## src/rtl/shadow_stack_ctrl.sv

```systemverilog
// Shadow-stack control stage in front of safe_region: pushes return addresses on calls,
// pops and checks them on returns, and latches a sticky fault on mismatch/underflow/overflow.
module shadow_stack_ctrl #(
   parameter int DEPTH = 256,
   parameter int DW    = $clog2(DEPTH) + 1
) (
   input  logic          clk,
   input  logic          rst,
   input  logic          call_valid,
   input  logic [31:0]   call_addr,
   input  logic          ret_valid,
   input  logic [31:0]   ret_addr,
   output logic          busy,
   output logic          sr_enop,
   output logic [7:0]    sr_op,
   output logic [31:0]   sr_wdata,
   input  logic [31:0]   sr_rdata,
   output logic          check_done,
   output logic          check_ok,
   output logic [DW-1:0] depth,
   output logic          fault,
   output logic [1:0]    fault_code,
   output logic [31:0]   fault_exp,
   output logic [31:0]   fault_act
);

   typedef enum logic [2:0] {DRAIN, IDLE, PUSH, POP, CMP, FAULT} state_t;

   localparam logic [DW-1:0] FULL   = DW'(DEPTH);
   localparam logic [7:0]    OP_PSH = 8'd1;
   localparam logic [7:0]    OP_POP = 8'd2;

   state_t        state, state_n;
   logic [DW-1:0] cnt, cnt_n;
   logic [31:0]   addr_q, addr_n;
   logic          busy_n, enop_n, done_n, ok_n, fault_n;
   logic [7:0]    op_n;
   logic [31:0]   wdata_n, exp_n, act_n;
   logic [DW-1:0] depth_n;
   logic [1:0]    code_n;

   // Every output is computed here as its next value and registered below,
   // so the registered outputs always line up with the registered state.
   always_comb begin
      state_n = state;
      cnt_n   = cnt;
      addr_n  = addr_q;
      busy_n  = 1'b1;
      enop_n  = 1'b0;
      op_n    = 8'd0;
      wdata_n = sr_wdata;
      done_n  = 1'b0;
      ok_n    = check_ok;
      depth_n = depth;
      fault_n = fault;
      code_n  = fault_code;
      exp_n   = fault_exp;
      act_n   = fault_act;
      case (state)
         DRAIN: begin
            if (cnt == FULL) begin
               state_n = IDLE;
               busy_n  = 1'b0;
               depth_n = '0;
               cnt_n   = '0;
            end else begin
               enop_n = 1'b1;
               op_n   = OP_POP;
               cnt_n  = cnt + 1'b1;
            end
         end
         IDLE: begin
            busy_n = 1'b0;
            if (call_valid) begin
               busy_n = 1'b1;
               if (depth == FULL) begin
                  state_n = FAULT;
                  fault_n = 1'b1;
                  code_n  = 2'd3;
                  act_n   = call_addr;
               end else begin
                  state_n = PUSH;
                  addr_n  = call_addr;
                  enop_n  = 1'b1;
                  op_n    = OP_PSH;
                  wdata_n = call_addr;
               end
            end else if (ret_valid) begin
               busy_n = 1'b1;
               if (depth == '0) begin
                  state_n = FAULT;
                  fault_n = 1'b1;
                  code_n  = 2'd2;
                  act_n   = ret_addr;
               end else begin
                  state_n = POP;
                  addr_n  = ret_addr;
                  enop_n  = 1'b1;
                  op_n    = OP_POP;
               end
            end
         end
         PUSH: begin
            state_n = IDLE;
            busy_n  = 1'b0;
            depth_n = depth + 1'b1;
         end
         POP: begin
            state_n = CMP;
            depth_n = depth - 1'b1;
         end
         CMP: begin
            done_n = 1'b1;
            ok_n   = (sr_rdata == addr_q);
            if (sr_rdata == addr_q) begin
               state_n = IDLE;
               busy_n  = 1'b0;
            end else begin
               state_n = FAULT;
               fault_n = 1'b1;
               code_n  = 2'd1;
               exp_n   = sr_rdata;
               act_n   = addr_q;
            end
         end
         default: ;  // FAULT: absorbing, everything held
      endcase
   end

   always_ff @(posedge clk or posedge rst) begin
      if (rst) begin
         state      <= DRAIN;
         cnt        <= '0;
         addr_q     <= '0;
         busy       <= 1'b1;
         sr_enop    <= 1'b0;
         sr_op      <= 8'd0;
         sr_wdata   <= '0;
         check_done <= 1'b0;
         check_ok   <= 1'b0;
         depth      <= '0;
         fault      <= 1'b0;
         fault_code <= 2'd0;
         fault_exp  <= '0;
         fault_act  <= '0;
      end else begin
         state      <= state_n;
         cnt        <= cnt_n;
         addr_q     <= addr_n;
         busy       <= busy_n;
         sr_enop    <= enop_n;
         sr_op      <= op_n;
         sr_wdata   <= wdata_n;
         check_done <= done_n;
         check_ok   <= ok_n;
         depth      <= depth_n;
         fault      <= fault_n;
         fault_code <= code_n;
         fault_exp  <= exp_n;
         fault_act  <= act_n;
      end
   end

endmodule

```

## config.mk

```make
export PLATFORM = sky130hd
export DESIGN_NAME = shadow_stack_ctrl
export DESIGN_NICKNAME = d
export VERILOG_FILES = /design/src/rtl/shadow_stack_ctrl.sv
export SDC_FILE = /design/constraint.sdc
export NUM_CORES = 1
export LEC_CHECK = 0
export ABC_AREA = 1
export BUFFER_PORTS_ARGS = -buffer_cell sky130_fd_sc_hd__clkbuf_2
export CAP_MARGIN = 20
export CORE_MARGIN = 4
export CORE_UTILIZATION = 50
export DETAILED_ROUTE_END_ITERATION = 6
export PLACE_DENSITY = 0.77
export SETUP_SLACK_MARGIN = 0.15
export SLEW_MARGIN = 20
export SYNTH_ARGS = -nofsm -noshare
export SYNTH_HDL_FRONTEND = slang
export SYNTH_SLANG_ARGS = --single-unit
```

## constraint.sdc

```tcl
create_clock -name clk -period 9.3 [get_ports clk]
set_input_delay 1.395 -clock clk [delete_from_list [all_inputs] [get_ports clk]]
set_output_delay 1.395 -clock clk [all_outputs]
set_load 0.02 [all_outputs]
```

==> impl_metrics.yaml, run 1 <==
run_status:
  status: "complete, no violations"
clocking:
  clkLatencyLatePin_ps: 430
  post_cts_resize_count: 0
  clock_sinks: 158
  cts_hold_buffers: 0
  cts_made_buffers: 17
  cts_buffer_depth: 2
  cts_setup_buffers: 0
  clk_pin_slew_ps: 60
  cts_tree: "yes"
  htreeDepth: 4
  root_buffer: "clkbuf_16"
die:
  dieArea_um2: 18000
  fp.dieH_um: 134
  core-area_um2: 15400
  initial_core_util_pct: 51.7
  fp.dieW_um: 134
  rows: 45
  io_pins: 220
placed_design:
  place_ws_ps: 5060
  place_congestion: 0.874
  hpwl_um: 16200
  numPortBuffers: 213
setup_path:
  cp.depth: 8
  criticalPathCategory: "input port to register"
  path_max_fanout: 36
  slowest_delay_ps: 690
  critical_path_buf_inv_count: 2
  cp-end-kind: "register"
  crit_family: "simple AND/OR/NAND/NOR gates"
  rr_worst_depth: 9
  rr_endpoint: "fault_act[5]"
  critPathLaunchType: "input port"
  cp_data_arrival_time_ps: 4230
  reg2reg_setup_slack_ps: 6700
  r2r-start: "depth[5]"
  cp-startpoint: "call_valid"
  required_ps: 9660
  critPathCapture: "fault_act[5]"
  crit_slowest_cell: "inv_2"
  path_cells: "clkbuf_2 > inv_2 > nand3_1 > nand2_2 > nand3_4 > nand2_2 > nand2_1 > nand2_1"
sta:
  slew_headroom_pct: 37.5
  slew_violations: 0
  final.period_utilization_pct: 41.6
  timing.final.ws_setup_ps: 5430
  hold_viol_final: 0
  fmax_ghz: 0.259
  rsz0062_at_grt: "false"
  fin_crit_ps: 3870
  tns_ps: 0
  finalClockSkew_ps: 9.43
  finalSetupViolations: 0
  worst_pin_slew_ps: 936
pwr:
  power_density_nw_per_um2: 151
  p_leak_nw: 5.64
  vdd_drop_max_mv: 0.134
detailed_routing:
  wl_per_cell_um: 15.5
  dr.pass1.iters: 5
  vias: 7379
  postRouteWirelength_um: 22700
  vias_per_cell: 5.04
  drtIter0Drc: 539
  ant_nets: 0
  drc: 0
synth:
  syn_inst: 1052
  avgSynthCellArea_um2: 7.55
  synth.distinct_cells: 32
  ys_seq_elements: 158
  synth_warnings: 0
  synth_area_um2: 7950
  ys_seq_area_share_pct: 49.8
final_layout:
  drive_gt1_share_pct: 22.3
  nFillCells: 1362
  final_common_cell: "nand2_1"
  final_cell_mix: "483 x nand2_1, 213 x clkbuf_2, 157 x dfrtp_1"
  fin_nets: 1344
  num_antenna_cells: 0
  syn_to_final_growth_pct: 20.6
grt:
  grt_pass1_vias: 7044
  grt_pass1_wl_um: 36400
  grt_usage_pct: 25.5
  antenna_found_initial: 0
  grt_max_degree: 95
  grt-ovfl-total: 0
worst_hold_path:
  hold_class: "register to register"
job:
  cap_viol_max_count: 0
==> worst reg2reg max path, delay by kind of cell, from the launching register on <==
kind | cells | cell delay (ps)
and+or+nand+nor | 9 | 2100
DFF | 1 | 430
==> per-stage QoR <==
stage                     power [mW]  instances  utilization, %  hold slack (ps)  area [um^2]
final                           1.45       1464            62.4              472         9590
after global routing            1.50       1464            62.4              497         9590
after CTS                       1.46       1464            62.4              475         9590
after detailed placement       0.789       1432            58.7              459         9020
after global placement         0.789       1432            58.7              460         9020
after floorplan                0.749       1057               -              445         7970
==> cell usage after synthesis <==
cell | count | area, um^2
nor3_1 | 1 | 5.00
ha_1 | 4 | 50.1
inv_1 | 73 | 274
nand3_2 | 1 | 10.0
dfstp_2 | 1 | 26.3
conb_1 | 1 | 3.75
o21a_1 | 2 | 15.0
nand2_1 | 483 | 1810
dfrtp_1 | 157 | 3930
nand2_2 | 8 | 50.1
nand3b_1 | 1 | 7.51
xor2_1 | 3 | 26.3
o211ai_1 | 1 | 7.51
o22ai_1 | 1 | 6.26
nor2_1 | 27 | 101
a31oi_1 | 2 | 12.5
nand4_1 | 5 | 31.3
o21ai_1 | 10 | 50.1
nor2_4 | 3 | 33.8
nand3_4 | 1 | 17.5
buf_6 | 7 | 78.8
buf_2 | 19 | 95.1
nor3b_1 | 1 | 7.51
clkbuf_1 | 14 | 52.6
inv_2 | 9 | 33.8
nor2_2 | 8 | 50.1
nand3_1 | 55 | 275
and3_1 | 2 | 12.5
buf_4 | 13 | 97.6
a21oi_1 | 9 | 45.0
xnor2_1 | 21 | 184
o21ai_0 | 109 | 546
==> registers in the layout (all words and copies together) (netlist names) <==
| register | flops |
|---|---|
| addr_q | 32 |
| fault_act | 32 |
| fault_exp | 32 |
| sr_wdata | 32 |
| cnt | 9 |
| depth | 9 |
| state | 3 |
| fault_code | 2 |
| sr_op | 2 |
| busy | 1 |
| check_done | 1 |
| check_ok | 1 |
| fault | 1 |
| sr_enop | 1 |
==> where the power goes <==
| group | switching, mW | total (mW) | internal, mW |
|---|---|---|---|
| sequential | 0 | 0.687 | 0.687 |
| clock | 0.292 | 0.676 | 0.384 |
| combinational | 0.0586 | 0.0886 | 0.0301 |
==> final cells by class <==
class	count	area (um^2)	share of cell area (%)
clock buffer	20	457	4.76
clock inverter	12	113	1.17
inverter	82	313	3.26
multi-input combinational	764	3390	35.4
sequential	158	3960	41.3
tap	211	264	2.75
timing repair buffer	217	1100	11.4
==> worst min-delay path by stage <==
stage | cells after the start | start | slack, ps | endpoint
after floorplan | 1 | cnt[2] | 450 | cnt[2]
after global placement | 2 | fault_code[1] | 460 | fault_code[1]
after detailed placement | 2 | fault_code[1] | 460 | fault_code[1]
after CTS | 2 | fault_code[1] | 470 | fault_code[1]
after global routing | 2 | fault_exp[8] | 500 | fault_exp[8]
final | 2 | fault_code[1] | 470 | fault_code[1]
==> logic make-up (layout without fill, tap and decap cells) <==
| group | count (synthesis) | in the layout | share of synthesized area [%] |
|---|---|---|---|
| compound gates | 134 | 134 | 8.58 |
| xor+xnor | 24 | 24 | 2.64 |
| fa+ha+maj | 4 | 4 | 0.630 |
| buf+inv | 135 | 331 | 7.95 |
| flops | 158 | 158 | 49.8 |
| other cells | 1 | 6 | 0.0472 |
| simple gates | 596 | 596 | 30.4 |
==> metal layers <==
layer	wire length, um	vias up	GRT usage (%)	share of wire, %
met5	0	-	0	0
li1	-	3641	-	-
met3	1900	32	6.56	8.4
met2	10800	271	41.7	47
met1	9560	3435	33.5	42
met4	509	0	8.48	2.2
Power figures use the tool's default switching activity.
==> run 2: changes to the inputs <==
- ABC_AREA: 1 -> 0
- CORE_UTILIZATION: 50 -> 47
- PLACE_DENSITY: 0.77 -> 0.76
- clock period: 9.3 -> 3.2 ns (I/O delays scaled with it)
==> run 2 against run 1 <==
Final cell count decreased by 25%. Die area increased by 1.6%. Critical path depth decreased by 2. Sequential share of layout area increased by 0.77 points. Wire length decreased by 15%. Via count decreased by 23%. Critical path type is now register to register.
==> impl_metrics.yaml, run 2 <==
run_status:
  status: "complete, no violations"
pwr:
  p_leak_nw: 4.97
  vdd_drop_max_mv: 0.421
  power_density_nw_per_um2: 704
  intPower_mw: 4.51
  sw_frac_of_total_pct: 31.9
  power_frac_clock_pct: 32.4
  switchingPower_mw: 2.11
  pwr-share-comb_pct: 26.8
  pwr-share-seq_pct: 40.8
clocking:
  htreeDepth: 4
  cts_buffer_depth: 2
  cts_tree: "yes"
  root_buffer: "clkbuf_16"
  clock_sinks: 158
  clk_pin_slew_ps: 70
  cts_made_buffers: 17
  clkLatencyLatePin_ps: 430
  post_cts_resize_count: 0
die:
  fp.dieW_um: 135
  fp.dieH_um: 135
  dieArea_um2: 18300
  rows: 46
  io_pins: 220
  core-area_um2: 15900
  initial_core_util_pct: 47.8
synth:
  yosysMostFrequentCell: "dfrtp_1"
  synthArstFlopShare_pct: 100
  synth_warnings: 0
  syn_inst: 656
  yosys-top-cells-area: "dfrtp_1 52%, mux2_2 10%, mux2_4 5.7%"
  synth_common_cells: "157 x dfrtp_1, 69 x mux2_2, 61 x nand2_1"
  ys_seq_area_share_pct: 52.1
  synth_edf_count: 0
  netlist.area_leader.share_pct: 51.7
  ys_seq_elements: 158
  synth_area_um2: 7590
  synth_flop_cell: "dfrtp_1"
  yosys.area.top_type: "dfrtp_1"
  synth.distinct_cells: 49
  avgSynthCellArea_um2: 11.6
grt:
  grt_usage_pct: 21.4
  antenna_found_initial: 0
  grt_pass1_wl_um: 30500
  grt_pass1_vias: 5810
  grt_max_degree: 146
  grt-ovfl-total: 0
setup_path:
  required_ps: 3510
  cp_data_arrival_time_ps: 2930
  cp-end-kind: "register"
  path_max_fanout: 22
  criticalPathCategory: "register to register"
  critPathLaunchType: "register"
  rr_worst_depth: 6
sta:
  finalSetupViolations: 0
  rsz0062_at_grt: "false"
  fmax_ghz: 0.383
  slew_violations: 0
  final.period_utilization_pct: 81.6
  hold_viol_final: 0
  worst_pin_slew_ps: 804
  timing.final.ws_setup_ps: 587
  tns_ps: 0
  slew_headroom_pct: 46.4
  finalClockSkew_ps: 9.43
  fin_crit_ps: 2610
detailed_routing:
  vias_per_cell: 5.21
  dr.pass1.iters: 5
  drc: 0
  postRouteWirelength_um: 19400
  wl_per_cell_um: 17.7
  ant_nets: 0
  drtIter0Drc: 381
  vias: 5695
final_layout:
  fin_nets: 969
  syn_to_final_growth_pct: 23.9
  num_antenna_cells: 0
  nFillCells: 1340
  drive_gt1_share_pct: 41.7
  final_common_cell: "clkbuf_2"
  final_cell_mix: "213 x clkbuf_2, 157 x dfrtp_1, 69 x mux2_2"
job:
  cap_viol_max_count: 0
placed_design:
  numPortBuffers: 213
  place_congestion: 0.853
  place_ws_ps: 635
  hpwl_um: 13900
worst_hold_path:
  hold_depth: 2
  hold_class: "input port to register"
==> run 2: cell families after synthesis <==
logic type | count (synthesis) | synth area share (%)
buf+inv | 55 | 4.74
flops | 158 | 52.1
other cells | 1 | 0.0494
mux | 130 | 20.2
fa+ha+maj | 4 | 0.659
simple gates | 159 | 9.84
xor+xnor | 43 | 4.96
compound gates | 106 | 7.50
==> run 2: stage by stage <==
| stage | utilization [%] | total power, mW | cells | hold WS (ps) | area [um^2] |
|---|---|---|---|---|---|
| 6_report | 59.2 | 6.62 | 1094 | 301 | 9410 |
| 4_1_cts | 59.2 | 6.68 | 1094 | 281 | 9410 |
| 3_3_place_gp | 55.3 | 4.48 | 1061 | 458 | 8780 |
| 3_5_place_dp | 55.3 | 4.53 | 1061 | 461 | 8780 |
| 5_1_grt | 59.2 | 6.91 | 1094 | 290 | 9410 |
| 2_1_floorplan | - | 3.81 | 661 | 467 | 7620 |
==> run 2: metal layers <==
metal | global-route usage (%) | vias to the layer above | wire length (um)
li1 | - | 2688 | -
met4 | 7.17 | 0 | 404
met1 | 27.6 | 2775 | 8190
met2 | 34.7 | 199 | 9460
met5 | 0 | - | 0
met3 | 6.59 | 33 | 1310
==> run 2: worst paths after layout <==
path | slack [ps] | end | start
min reg2reg | 470 | fault | fault
min | 300 | sr_wdata[19] | call_addr[19]
max reg2reg | 590 | fault_act[26] | depth[4]
max in group asynchronous | 1540 | fault_exp[22] | rst
min in group asynchronous | 570 | fault_act[7] | rst
max | 590 | fault_act[26] | depth[4]
==> run 2: worst max-delay path, stage by stage, from the launching register on <==
cell,delay (ps)
dfrtp_1,480
or3_4,430
nor4_4,450
nand3_2,210
nand2_4,400
buf_4,230
mux2_4,300
==> run 2: area by class of cell <==
cell class | count | area, um^2 | area share [%]
sequential | 158 | 3960 | 42.0
clock buffer | 22 | 454 | 4.83
multi-input combinational | 448 | 3310 | 35.2
inverter | 12 | 48.8 | 0.519
timing repair buffer | 228 | 1210 | 12.8
clock inverter | 10 | 164 | 1.74
tap | 216 | 270 | 2.87
==> run 2: repair_timing <==
action	CTS	global route
endpoints found under the setup margin	0	0
hold endpoints to repair	10	0
hold buffers	1	0
setup buffers	0	0
==> run 2: power by group through the flow <==
stage               logic, mW  clock network, mW  registers, mW
floorplan               0.549                  0           3.26
global placement         1.77                  0           2.72
detailed placement       1.80                  0           2.73
CTS                      1.80               2.18           2.70
global route             1.89               2.26           2.76
finish                   1.78               2.14           2.70
==> run 3: changes to the inputs <==
- clock period: 3.2 -> 2.2 ns (I/O delays scaled with it)
==> run 3 against run 2 <==
Clock-buffer cell count is 1 higher. The flow now finishes with violations (negative setup slack). Hold slack got worse by 150 ps. Clock power rose by 35%. Wire length is 20% higher. Die area unchanged. Global-route usage grew 1.2 points. First-iteration DRC count down 5.0%. Register-to-register slack got worse by 680 ps. Utilization rose by 8.0 points. Sequential cell count stayed put. Via count rose by 7.7%.
==> impl_metrics.yaml, run 3 (synthesis results as in run 2) <==
run_status:
  status: "finished, violations left"
  violations: "negative setup slack"
sta:
  timing.final.ws_setup_ps: -97.4
  slew_violations: 0
  final.period_utilization_pct: 104
  rsz0062_at_grt: "true"
  fin_crit_ps: 2300
  worst_pin_slew_ps: 552
  finalClockSkew_ps: 4.86
  hold_viol_final: 0
  finalSetupViolations: 53
  hold-worst-slack_ps: 154
  tns_ps: -2270
  slew_headroom_pct: 63.1
  fmax_ghz: 0.435
clocking:
  htreeDepth: 4
  cts_tree: "yes"
  cts_buffer_depth: 2
  clock_sinks: 158
  clkLatencyLatePin_ps: 420
  clk_pin_slew_ps: 60
  cts_made_buffers: 17
  root_buffer: "clkbuf_16"
detailed_routing:
  ant_nets: 0
  wl_per_cell_um: 20.4
  vias_per_cell: 5.36
  vias: 6133
  drtIter0Drc: 362
  postRouteWirelength_um: 23300
  drc: 0
  dr.pass1.iters: 5
pwr:
  p_leak_nw: 5.70
  power_density_nw_per_um2: 916
  vdd_drop_max_mv: 0.676
final_layout:
  final_cell_mix: "213 x clkbuf_2, 157 x dfrtp_1, 84 x mux2_4"
  seq_area_um2: 3960
  utilization_pct: 67.2
  fin_nets: 1022
  syn_to_final_growth_pct: 40.6
  drive_gt1_share_pct: 50.8
  final_common_cell: "clkbuf_2"
  nFillCells: 1158
  layout.cells.non_filler: 1145
  num_antenna_cells: 0
  multi_input_area_um2: 3840
setup_path:
  reg2reg_setup_slack_ps: -100
  critPathCapture: "fault_act[10]"
  crit_slowest_cell: "dfrtp_1"
  cp.depth: 8
  critPathLaunchType: "register"
  cp_data_arrival_time_ps: 2600
  path_cells: "xor2_1 > nor4_1 > nand4_1 > o21ai_4 > buf_12 > nand2_8 > clkbuf_16 > mux2_4"
  required_ps: 2500
  slowest_delay_ps: 430
  criticalPathCategory: "register to register"
  crit_family: "simple AND/OR/NAND/NOR gates"
  rr_endpoint: "fault_act[10]"
  r2r-start: "addr_q[14]"
  cp-startpoint: "addr_q[14]"
  critical_path_buf_inv_count: 2
  rr_worst_depth: 8
  cp-end-kind: "register"
  path_max_fanout: 5
worst_hold_path:
  hold_depth: 2
  hold_class: "input port to register"
placed_design:
  place_congestion: 0.853
  place_ws_ps: 3.31
  dp_cells: 1084
  numPortBuffers: 213
  hpwl_um: 14700
die:
  rows: 46
  io_pins: 220
  fp.dieW_um: 135
  core-area_um2: 15900
  dieArea_um2: 18300
  fp.dieH_um: 135
  initial_core_util_pct: 47.8
grt:
  grt_usage_pct: 22.7
  grt-ovfl-total: 0
  grt_max_degree: 65
  grt_pass1_vias: 6161
  grt_pass1_wl_um: 32100
  antenna_found_initial: 0
job:
  cap_viol_max_count: 0
run 3: worst min-delay path by stage:
| stage | start | to | slack [ps] |
|---|---|---|---|
| floorplan | cnt[6] | cnt[6] | 470 |
| global placement | rst | sr_wdata[1] | 240 |
| detailed placement | rst | sr_wdata[1] | 240 |
| CTS | call_addr[23] | sr_wdata[23] | 140 |
| global route | call_addr[23] | sr_wdata[23] | 150 |
| finish | call_addr[23] | sr_wdata[23] | 150 |
run 3: cell type report:
cell class	count	share of cell area (%)
Tap cell	216	2.53
Sequential cell	158	37.0
Multi-Input combinational cell	449	36.0
Clock buffer	23	4.48
Inverter	12	0.457
Clock inverter	7	0.820
Timing Repair Buffer	280	18.7
run 3: power by group:
part / switching [mW] / leakage [nW] / total, mW / internal [mW]
clock network: 1.15 / 0.279 / 2.89 / 1.74
registers: 0.407 / 2.06 / 3.97 / 3.57
logic: 1.60 / 3.36 / 2.91 / 1.31
run 3: per-layer routing:
layer | global-route usage, % | vias up | wire length [um]
met1 | 29.2 | 3066 | 9650
met4 | 7.78 | 0 | 563
met3 | 5.44 | 44 | 1380
met5 | 0 | - | 0
li1 | - | 2801 | -
met2 | 37.8 | 222 | 11700
run 3: stage by stage:
| step | instance area, um^2 | total power [mW] |
|---|---|---|
| floorplan | 7650 | 5.54 |
| global placement | 9050 | 6.55 |
| detailed placement | 9050 | 6.62 |
| CTS | 9790 | 9.51 |
| global route | 10700 | 10.2 |
| finish | 10700 | 9.78 |
run 3: worst reg2reg max path, cell delays in order, from the launching register on:
cell and delay, ps:
dfrtp_1 430, xor2_1 180, nor4_1 350, nand4_1 230
o21ai_4 260, buf_12 150, nand2_8 90, clkbuf_16 180
mux2_4 290
run 3: timing repair:
action,CTS,global route
cloned,3,14
setup buffers,6,7
endpoints found under the setup margin,130,137
hold buffers,1,0
hold endpoints to repair,2,0
pin swaps,10,27
gates resized for setup,18,160
